**src/rtl/serializer_p.sv**
```systemverilog
// serializer_p: DATA_W-bit parallel words in over valid/ready, 1-bit serial stream out.
// A one-word hold buffer lets consecutive words stream with no idle gap.
// Each serial bit lasts DIV clocks.
module serializer_p #(
   parameter int DATA_W    = 32,
   parameter int DIV       = 1,
   parameter int MSB_FIRST = 1
) (
   input  logic              clk,
   input  logic              rst,
   input  logic              in_valid,
   output logic              in_ready,
   input  logic [DATA_W-1:0] in_data,
   output logic              ser_out,
   output logic              bit_stb,
   output logic              frame_start,
   output logic              busy
);

   localparam int BIT_CW = (DATA_W > 1) ? $clog2(DATA_W) : 1;
   localparam int DIV_CW = (DIV > 1) ? $clog2(DIV) : 1;
   localparam logic [BIT_CW-1:0] BIT_LAST = BIT_CW'(DATA_W - 1);
   localparam logic [DIV_CW-1:0] DIV_LAST = DIV_CW'(DIV - 1);

   typedef enum logic {
      S_IDLE  = 1'b0,
      S_SHIFT = 1'b1
   } state_t;

   state_t            r_state;
   state_t            w_state_next;
   logic [DATA_W-1:0] r_shift;
   logic [DATA_W-1:0] r_hold;
   logic              r_hold_full;
   logic [BIT_CW-1:0] r_bit_cnt;
   logic [DIV_CW-1:0] r_div_cnt;
   logic              r_bit_stb;
   logic              r_frame_start;

   logic              w_in_shift;
   logic              w_xfer;
   logic              w_wrap;
   logic              w_last;
   logic              w_eow;
   logic              w_load;
   logic              w_advance;
   logic              w_to_hold;
   logic              w_hold_take;
   logic [DATA_W-1:0] w_load_word;
   logic [DATA_W-1:0] w_shift_adv;

   // The shifter always presents the bit on the wire at its leading end;
   // advancing moves the next bit into that position and back-fills zeros.
   generate
      if (MSB_FIRST != 0) begin : g_msb
         assign w_shift_adv = {r_shift[DATA_W-2:0], 1'b0};
         assign ser_out     = r_shift[DATA_W-1];
      end else begin : g_lsb
         assign w_shift_adv = {1'b0, r_shift[DATA_W-1:1]};
         assign ser_out     = r_shift[0];
      end
   endgenerate

   assign in_ready    = !r_hold_full;
   assign bit_stb     = r_bit_stb;
   assign frame_start = r_frame_start;
   assign busy        = (r_state == S_SHIFT);

   // State register
   always_ff @(posedge clk) begin
      if (rst) begin
         r_state <= S_IDLE;
      end else begin
         r_state <= w_state_next;
      end
   end

   // Next state: start on an accepted word, stop when a word ends with nothing queued
   always_comb begin
      w_state_next = r_state;
      case (r_state)
         S_IDLE:  if (w_xfer) w_state_next = S_SHIFT;
         S_SHIFT: if (w_eow && !w_load) w_state_next = S_IDLE;
         default: w_state_next = S_IDLE;
      endcase
   end

   // Control decode: bit timing, end of word, and where the next word comes from
   always_comb begin
      w_in_shift  = (r_state == S_SHIFT);
      w_xfer      = in_valid && !r_hold_full;
      w_wrap      = (r_div_cnt == DIV_LAST);
      w_last      = (r_bit_cnt == BIT_LAST);
      w_eow       = w_in_shift && w_wrap && w_last;
      // A held word has priority; otherwise a word offered right now bypasses the hold buffer
      w_load      = (!w_in_shift && w_xfer) || (w_eow && (r_hold_full || w_xfer));
      w_advance   = w_in_shift && w_wrap && !w_last;
      w_to_hold   = w_in_shift && w_xfer && !w_eow;
      w_hold_take = w_eow && r_hold_full;
      w_load_word = r_hold_full ? r_hold : in_data;
   end

   // Shifter, bit/div counters and the single-cycle strobes
   always_ff @(posedge clk) begin
      if (rst) begin
         r_shift       <= '0;
         r_bit_cnt     <= '0;
         r_div_cnt     <= '0;
         r_bit_stb     <= 1'b0;
         r_frame_start <= 1'b0;
      end else begin
         r_bit_stb     <= 1'b0;
         r_frame_start <= 1'b0;
         if (w_load) begin
            r_shift       <= w_load_word;
            r_bit_cnt     <= '0;
            r_div_cnt     <= '0;
            r_bit_stb     <= 1'b1;
            r_frame_start <= 1'b1;
         end else if (w_advance) begin
            r_shift   <= w_shift_adv;
            r_bit_cnt <= r_bit_cnt + BIT_CW'(1);
            r_div_cnt <= '0;
            r_bit_stb <= 1'b1;
         end else if (w_eow) begin
            // Word finished with nothing to follow: park the line low
            r_shift   <= '0;
            r_bit_cnt <= '0;
            r_div_cnt <= '0;
         end else if (w_in_shift) begin
            r_div_cnt <= r_div_cnt + DIV_CW'(1);
         end
      end
   end

   // One-word hold buffer, filled while shifting and drained at end of word
   always_ff @(posedge clk) begin
      if (rst) begin
         r_hold      <= '0;
         r_hold_full <= 1'b0;
      end else if (w_to_hold) begin
         r_hold      <= in_data;
         r_hold_full <= 1'b1;
      end else if (w_hold_take) begin
         r_hold_full <= 1'b0;
      end
   end

endmodule
```
**config.mk**
```make
export PLATFORM = sky130hd
export DESIGN_NAME = serializer_p
export DESIGN_NICKNAME = d
export VERILOG_FILES = /design/src/rtl/serializer_p.sv
export SDC_FILE = /design/constraint.sdc
export NUM_CORES = 1
export LEC_CHECK = 0
export CORE_MARGIN = 1.5
export CORE_UTILIZATION = 45
export DETAILED_ROUTE_END_ITERATION = 10
export HOLD_SLACK_MARGIN = 0.05
export PLACE_DENSITY_LB_ADDON = 0.3
export SLEW_MARGIN = 30
export SYNTH_ARGS = -nofsm -noshare
export SYNTH_HDL_FRONTEND = slang
export SYNTH_SLANG_ARGS = --single-unit
```
**constraint.sdc**
```tcl
create_clock -name clk -period 2.4 [get_ports clk]
set_input_delay 0.6 -clock clk [delete_from_list [all_inputs] [get_ports clk]]
set_output_delay 0.6 -clock clk [all_outputs]
set_load 0.01 [all_outputs]
```
# == Word-level counts from Yosys, hierarchy flattened ==
# Cells that the tools add are included.
# word_totals
reg_bits,74
word_cells,49
# op_classes
n_addsub,2
eq_ne,1
muxes,14
bitwise_logic,2
reduce_logical,22
# ops
operator,count
2-to-1 mux 32 bit,4
logical AND 1 bit,10
2-to-1 mux 5 bit,2
2-to-1 mux 1 bit,7
"adder 5 x 1 -> 5 bit, second input constant",1
"== test 5 bit, second input constant",1
logical NOT 1 bit,5
nonzero test 2 bit,2
OR reduction 4 bit,1
nonzero test 3 bit,1
logical OR 1 bit,2
NOT 1 bit,2
one-hot mux 1 bit (2 select lines),1
OR reduction 2 bit,1
"adder 1 bit, second input constant",1

# == Depth between registers and ports, before layout ==
# Gate-level depths: netlist of run 1.
# logic_depth
word_depth,9
ltp_mapped,9
ltp_nobuf,7

# == Worst setup path after synthesis of run 1 ==
# Ideal clock, no wire load.
# synth_path
kind,reg-to-reg
start,reg r_bit_cnt[0]
end,reg r_shift[10]
setup_time_ns,0.132
arrival_time_ns,1.764
slack_ns,0.504
path_stages_with_launch,10
period_less_slack_ns,1.896
path_cell_list,dfxtp_1 > ha_1 > and3_1 > ha_1 > clkbuf_1 > nand2_1 > clkbuf_1 > a21oi_1 > o22ai_1 > a21oi_1
# synth_via
elab_chain_cells,5
elab_cells_between_ends,9
cone_classes,eq/ne (1); mux (2); reduce/logical (6)
# synth_lines
item,line_no,text
from (decl),35,logic [BIT_CW-1:0] r_bit_cnt;
from (signal assigned),122,r_bit_cnt <= r_bit_cnt + BIT_CW'(1);
== test 5 bit (*),93,w_last = (r_bit_cnt == BIT_LAST);
logical NOT 1 bit or logical AND 1 bit (tied branches),"97, 94",
logical AND 1 bit (on tied branches),"97, 96",
2-to-1 mux 32 bit or logical OR 1 bit (tied branches),"120, 96",
2-to-1 mux 32 bit or nonzero test 3 bit (tied branches),-,
to (signal assigned),115,r_shift <= w_load_word;
to (signal assigned),121,r_shift <= w_shift_adv;
to (decl),32,logic [DATA_W-1:0] r_shift;
# Every way passes the cells marked *; elsewhere a longest branch is shown, timed or not.
# A chain may end at the register's enable or synchronous reset.

# == Worst setup path in the final report of run 1 ==
# layout_path
start,reg r_bit_cnt[0]
end,reg r_shift[31]
# The elaborated chain is that of the path after synthesis.

==> results of run 1 <==
cell usage after synthesis, types with 3 or more instances:
library cell | count | area [um2]
sky130_fd_sc_hd__a21oi_1 | 85 | 425
sky130_fd_sc_hd__nand2_1 | 85 | 319
sky130_fd_sc_hd__dfxtp_1 | 74 | 1480
sky130_fd_sc_hd__clkbuf_1 | 21 | 78.8
sky130_fd_sc_hd__nor2_1 | 20 | 75.1
sky130_fd_sc_hd__mux2i_1 | 19 | 190
sky130_fd_sc_hd__nand2b_1 | 17 | 106
sky130_fd_sc_hd__mux2_2 | 13 | 146
sky130_fd_sc_hd__o22ai_1 | 13 | 81.3
sky130_fd_sc_hd__o22a_1 | 12 | 105
sky130_fd_sc_hd__buf_2 | 11 | 55.1
sky130_fd_sc_hd__nor3_1 | 7 | 35.0
sky130_fd_sc_hd__nor3_2 | 7 | 70.1
sky130_fd_sc_hd__a2bb2oi_1 | 6 | 52.6
sky130_fd_sc_hd__o21ai_0 | 5 | 25.0
sky130_fd_sc_hd__and3_1 | 3 | 18.8
sky130_fd_sc_hd__inv_1 | 3 | 11.3
cell type report:
class / instances / area (um2) / share of cell area
multi-input combinational: 304 / 1760 / 0.427
sequential: 74 / 1480 / 0.361
timing repair buffer: 58 / 566 / 0.138
clock buffer: 13 / 149 / 0.0363
tap: 99 / 124 / 0.0302
clock inverter: 3 / 15.0 / 0.00366
inverter: 4 / 15.0 / 0.00366
worst max-delay path, cell delays in order (launching register included):
cell                       delay [ps]
sky130_fd_sc_hd__dfxtp_1          400
sky130_fd_sc_hd__ha_1             210
sky130_fd_sc_hd__and3_1           170
sky130_fd_sc_hd__ha_1             330
sky130_fd_sc_hd__nand2b_1         170
sky130_fd_sc_hd__a22o_1           290
sky130_fd_sc_hd__buf_12           170
sky130_fd_sc_hd__o22a_1           220
sky130_fd_sc_hd__nor3_1           150
report_power, final:
| group | internal, W | switching [W] |
|---|---|---|
| registers | 0.00131 | 0.0000516 |
| logic | 0.000241 | 0.000253 |
| clock network | 0.000400 | 0.000440 |
kinds of logic after synthesis:
| kind of cell | synth area share |
|---|---|
| simple gates | 0.198 |
| compound gates | 0.208 |
| flops | 0.432 |
| buf+inv | 0.0555 |
| mux | 0.0982 |
| fa+ha+maj | 0.00730 |
stage by stage:
stage | hold WS (ps) | cell area, um2 | setup WS (ps)
after detailed placement | 446 | 3940 | 209
final | 453 | 4110 | 183
after floorplan | 432 | 3430 | 504
after global routing | 473 | 4110 | 54.4
after global placement | 438 | 3940 | 298
after CTS | 455 | 4110 | 209
registers in the layout (all words and copies together) (netlist names):
register and flops:
r_div_cnt 1, busy 1, r_hold_full 1, r_bit_cnt 5, frame_start 1, r_shift 32, r_hold 32, bit_stb 1
how the worst max path moves through the flow:
stage                             from           to  slack (ps)
final                     r_bit_cnt[0]  r_shift[31]         180
after global routing      r_bit_cnt[0]  r_shift[31]          50
after CTS                 r_bit_cnt[0]   r_shift[2]         210
after detailed placement  r_bit_cnt[0]   r_shift[2]         210
after global placement        in_valid  r_shift[31]         300
after floorplan           r_bit_cnt[0]  r_shift[10]         500
per-layer routing:
| metal | up-vias | track usage | routed length (um) |
|---|---|---|---|
| li1 | 1517 | - | - |
| met1 | 1396 | 0.281 | 3860 |
| met2 | 62 | 0.333 | 3840 |
| met3 | 10 | 0.0370 | 270 |
| met4 | 0 | 0.0966 | 133 |
| met5 | - | 0 | 0 |
==> results.md, run 1 <==
* Minimum setup slack among reg-to-reg paths at 180 ps
* Maximum capacitance violations at 0
* Fraction of the cycle the final worst path needs at 0.924
* Result of the run: completed
* Number of I/O pins at 40
* Setup repair after global routing missed its margin: no
* Total number of placement rows at 31
* DRC violation count after routing at 0
* Number of distinct library cells after synthesis at 31
* Critical Path End Type: register
* #FFs+latches synth at 74
* Die height at 90.3 um
* Area growth, synth to finish at 19.8%
* Final core utilization at 0.563
* Worst vdd ir at 0.000294 V
* Port buffer count at 39
* Initial Util at 0.470
* Part of the Yosys area used for sequential elements at 0.432
* Antenna-violating nets left at 0
* R2r startpoint: r_bit_cnt[0]
* Horizontal extent of the die at 90.3 um
* Number of cells in the finished layout apart from fillers at 555
* Post-synth ARST share at 0
* Synthesized instance count at 419
* Skew-Pair Late Insertion Delay at 350 ps
* Total of cells resized after clock tree synthesis at 0
* Clock tree from TritonCTS: yes
* Worst-case headroom to the max-slew limit at 0.689
* Number of sinks handled by clock tree synthesis at 74
* Detailed-placement wirelength estimate at 5250 um
* Sum of overflow across all layers after global routing at 0
* Overall power after layout at 0.00270 W
* Ys Warns at 0
* Most used flip-flop cell after synthesis: sky130_fd_sc_hd__dfxtp_1
* Final Critical Period at 2220 ps
* Count of pins over their slew limit at 0
* Number of failing setup endpoints in the final timing report at 0
* Root Buffer Master: sky130_fd_sc_hd__clkbuf_8
* Via count of the first global-routing pass at 2883
* First-pass GRT wire length at 13800 um
* Highest Clock Rate at 451 MHz
* Initial antenna violation count at 0
* Logic depth of the worst register-to-register path at 8
* Worst hold endpoint: r_hold[4]
* Maximum number of pins on one net before global-route repair at 36
* Fill count at 716
* Maximum net fanout on the critical path at 35
* Avg Inst Size Synth at 8.18 um2
* Worst path required time at 2670 ps
* Share of layout cells above drive strength 1 at 0.123
* All-layer global routing usage at 0.211
* Leading cell types in the layout, fill and taps excluded: sky130_fd_sc_hd__nand2_1, sky130_fd_sc_hd__a21oi_1, sky130_fd_sc_hd__dfxtp_1
* Endpoint of the worst register-to-register path: r_shift[31]
* Number of DRC violations after detailed-routing iteration 0 at 253
* Buffers from clock root to sink, at most at 2
* Final nets at 488
* Total count of hold-check failures in the final report at 0
* Final routed wire length divided by cell count at 14.6 um
* Slew of the pin with the lowest slew margin at 466 ps
* Inserted Clock Buffers at 9
* Final weighted congestion of routability-driven global placement at 0.780
* Data arrival time at the worst-slack endpoint at 2490 ps
* Aggregate negative setup slack at 0 ps
* Reg clk slew, reported paths at 80 ps
* EDFF count, synth at 0
* Combined area of all synthesized cells at 0.00343 mm2
* Crit path kind: reg2reg
* Core Area at 0.00729 mm2
* Ratio of routed vias to standard cells at 5.38
* Leak at 1.47 nW
* CTS Hold Bufs at 0
* Count of H-tree levels built during CTS at 3
* Number of buffers inserted to repair setup after CTS at 0
* DRT Pass-1 Iters at 4
* Startpoint Class: register
* Number of antenna repair diodes at 0
* Areal power density over the cells at 657 mW/mm2
* Total wirelength of the detailed-routed design at 8110 um
* Number of cells in the design after placement at 539
* Number of nets produced by synthesis at 456
* Worst Clk Skew at 8.87 ps
* Worst min path class: reg2reg
* Start point of the worst hold path: r_hold[4]
* Via total after detailed routing at 2985
* Die area at 0.00815 mm2
* Cell count of the worst hold path at 2
(Power assumes the default switching activity.)
==> run 2: changes to the inputs <==
--- a/config.mk
+++ b/config.mk
@@ -8,8 +8,8 @@
 export CORE_MARGIN = 1.5
 export CORE_UTILIZATION = 45
 export DETAILED_ROUTE_END_ITERATION = 10
-export HOLD_SLACK_MARGIN = 0.05
-export PLACE_DENSITY_LB_ADDON = 0.3
+export HOLD_SLACK_MARGIN = 0.06
+export PLACE_DENSITY_LB_ADDON = 0.1
 export SLEW_MARGIN = 30
 export SYNTH_ARGS = -nofsm -noshare
 export SYNTH_HDL_FRONTEND = slang
==> run 2 against run 1 <==
Global-route usage is 0.62 points higher. Utilization is 1.1 points higher. Combinational power is 1% higher. Sequential power hardly changed. First-iteration DRC count is 65% lower. Hold slack better by 1.5 ps. Sequential share of layout area is 0.68 points lower. Critical path depth stayed put. Die area stayed put. Fmax is 3.8% higher. Largest cell class unchanged.
==> results.md, run 2 (synthesis gave the netlist of run 1 again) <==
* Worst path required time at 2680 ps
* Slew of the pin with the lowest slew margin at 512 ps
* Antenna-violating nets left at 0
* Highest Clock Rate at 468 MHz
* Aggregate negative setup slack at 0 ps
* Via total after detailed routing at 2971
* Storage cell area at 0.00148 mm2
* Worst-case headroom to the max-slew limit at 0.659
* Inserted Clock Buffers at 9
* Fill count at 703
* Worst Clk Skew at 8.02 ps
* Final nets at 490
* R2r startpoint: r_bit_cnt[0]
* Initial Util at 0.470
* Hold slack at 454 ps
* Final weighted congestion of routability-driven global placement at 0.775
* First-pass GRT wire length at 14100 um
* Number of failing setup endpoints in the final timing report at 0
* Number of DRC violations after detailed-routing iteration 0 at 88
* Detailed-placement wirelength estimate at 5370 um
* Via count of the first global-routing pass at 2914
* Total count of hold-check failures in the final report at 0
* Final core utilization at 0.574
* Fraction of the cycle the final worst path needs at 0.890
* Die height at 90.3 um
* Number of antenna repair diodes at 0
* CP Launch Point: r_bit_cnt[0]
* Post-layout instance area at 0.00419 mm2
* Critical-path cell with the highest stage delay: sky130_fd_sc_hd__dfxtp_1
* Total wirelength of the detailed-routed design at 8130 um
* Sequential fraction of design power at 0.443
* Post-detailed-placement cell area at 0.00393 mm2
* Root Buffer Master: sky130_fd_sc_hd__clkbuf_8
* Critical Path End Type: register
* CTS Hold Bufs at 0
* Biggest regs: r_hold x32, r_shift x32, r_bit_cnt x5
* Sum of overflow across all layers after global routing at 0
* Final Critical Period at 2130 ps
* Switching Fraction at 0.258
* Family with the most delay on the worst path: compound AO/OA/AOI/OAI gates
* Crit path buf inv count at 1
* DRC violation count after routing at 0
* Skew-Pair Late Insertion Delay at 360 ps
* Crit path kind: reg2reg
* Pint at 0.00228 W
* Buffers from clock root to sink, at most at 2
* Maximum capacitance violations at 0
* Portion of total power attributed to the clock network at 0.394
* Startpoint Class: register
* Post-Place Worst Slack at 206 ps
* Worst min path class: reg2reg
* Start point of the worst hold path: r_hold[17]
* Number of sinks handled by clock tree synthesis at 74
* Share of power burned in combinational logic at 0.163
* All-layer global routing usage at 0.217
* Total number of placement rows at 31
* Core Area at 0.00729 mm2
* Ratio of routed vias to standard cells at 5.33
* Result of the run: completed
* Data arrival time at the worst-slack endpoint at 2410 ps
* CP peak stage delay at 400 ps
* Maximum number of pins on one net before global-route repair at 36
* Die area at 0.00815 mm2
* Worst vdd ir at 0.000400 V
* Area growth, synth to finish at 22.1%
* Areal power density over the cells at 733 mW/mm2
* Setup repair after global routing missed its margin: no
* Share of layout cells above drive strength 1 at 0.135
* Leading cell types in the layout, fill and taps excluded: sky130_fd_sc_hd__nand2_1, sky130_fd_sc_hd__a21oi_1, sky130_fd_sc_hd__dfxtp_1
* Maximum net fanout on the critical path at 35
* DRT Pass-1 Iters at 4
* Number of buffers inserted to repair setup after CTS at 0
* Final worst slack at 265 ps
* Clock tree from TritonCTS: yes
* Port buffer count at 39
* Reg clk slew, reported paths at 80 ps
* Initial antenna violation count at 0
* Horizontal extent of the die at 90.3 um
* Critical path cell sequence: ha_1 -> and3_1 -> ha_2 -> nand2b_1 -> a22o_1 -> buf_12 -> o22a_1 -> nor3_1
* Count of pins over their slew limit at 0
* Leak at 1.51 nW
* Count of H-tree levels built during CTS at 3
* Final routed wire length divided by cell count at 14.6 um
* Net Sw Power at 0.000791 W
* Number of I/O pins at 40
* Area of the multi-input gates at 0.00176 mm2
* Total of cells resized after clock tree synthesis at 0
[run 2: cell types whose count changed in the layout (fill, tap and decap cells not counted)]
| cell | change |
|---|---|
| sky130_fd_sc_hd__buf_12 | -2 |
| sky130_fd_sc_hd__clkbuf_1 | -3 |
| sky130_fd_sc_hd__inv_6 | +1 |
| sky130_fd_sc_hd__ha_1 | -1 |
| sky130_fd_sc_hd__clkinv_4 | +1 |
| sky130_fd_sc_hd__clkinv_2 | -2 |
| sky130_fd_sc_hd__bufinv_16 | +3 |
| sky130_fd_sc_hd__ha_2 | +1 |
| sky130_fd_sc_hd__buf_4 | +4 |
[run 2: area by class of cell]
| cell class | count | area share |
|---|---|---|
| multi-input combinational | 304 | 0.420 |
| sequential | 74 | 0.354 |
| timing repair buffer | 60 | 0.133 |
| clock buffer | 10 | 0.0329 |
| tap | 99 | 0.0296 |
| clock inverter | 6 | 0.0269 |
| inverter | 4 | 0.00359 |
[run 2: final timing paths]
kind                     end  slack (ps)  cells past startpoint
setup / recovery  r_shift[1]         270                      8
hold / removal    r_hold[17]         450                      2
setup reg to reg  r_shift[1]         270                      8
hold reg to reg   r_hold[17]         450                      2
[run 2: worst register-to-register path, cell delays in order, from the launching register on]
cell	delay (ps)
sky130_fd_sc_hd__dfxtp_1	400
sky130_fd_sc_hd__ha_1	210
sky130_fd_sc_hd__and3_1	180
sky130_fd_sc_hd__ha_2	270
sky130_fd_sc_hd__nand2b_1	140
sky130_fd_sc_hd__a22o_1	280
sky130_fd_sc_hd__buf_12	180
sky130_fd_sc_hd__o22a_1	220
sky130_fd_sc_hd__nor3_1	170
[run 2: routing by layer]
layer	GRT usage	wire length [um]
met1	0.286	3840
met3	0.0354	250
met4	0.0913	145
met5	0	0
met2	0.353	3900
[run 2: power groups by stage]
stage                     registers, W  clock network (W)  logic (W)
after floorplan                0.00137                  0   0.000338
after global placement         0.00138                  0   0.000496
after detailed placement       0.00139                  0   0.000501
after CTS                      0.00136            0.00123   0.000504
after global routing           0.00137            0.00128   0.000558
final                          0.00136            0.00121   0.000499
[run 2: stage by stage]
step | total power, W | std cells
after floorplan | 0.00171 | 419
after detailed placement | 0.00189 | 541
after CTS | 0.00310 | 557
after global routing | 0.00321 | 557
final | 0.00307 | 557
after global placement | 0.00188 | 541
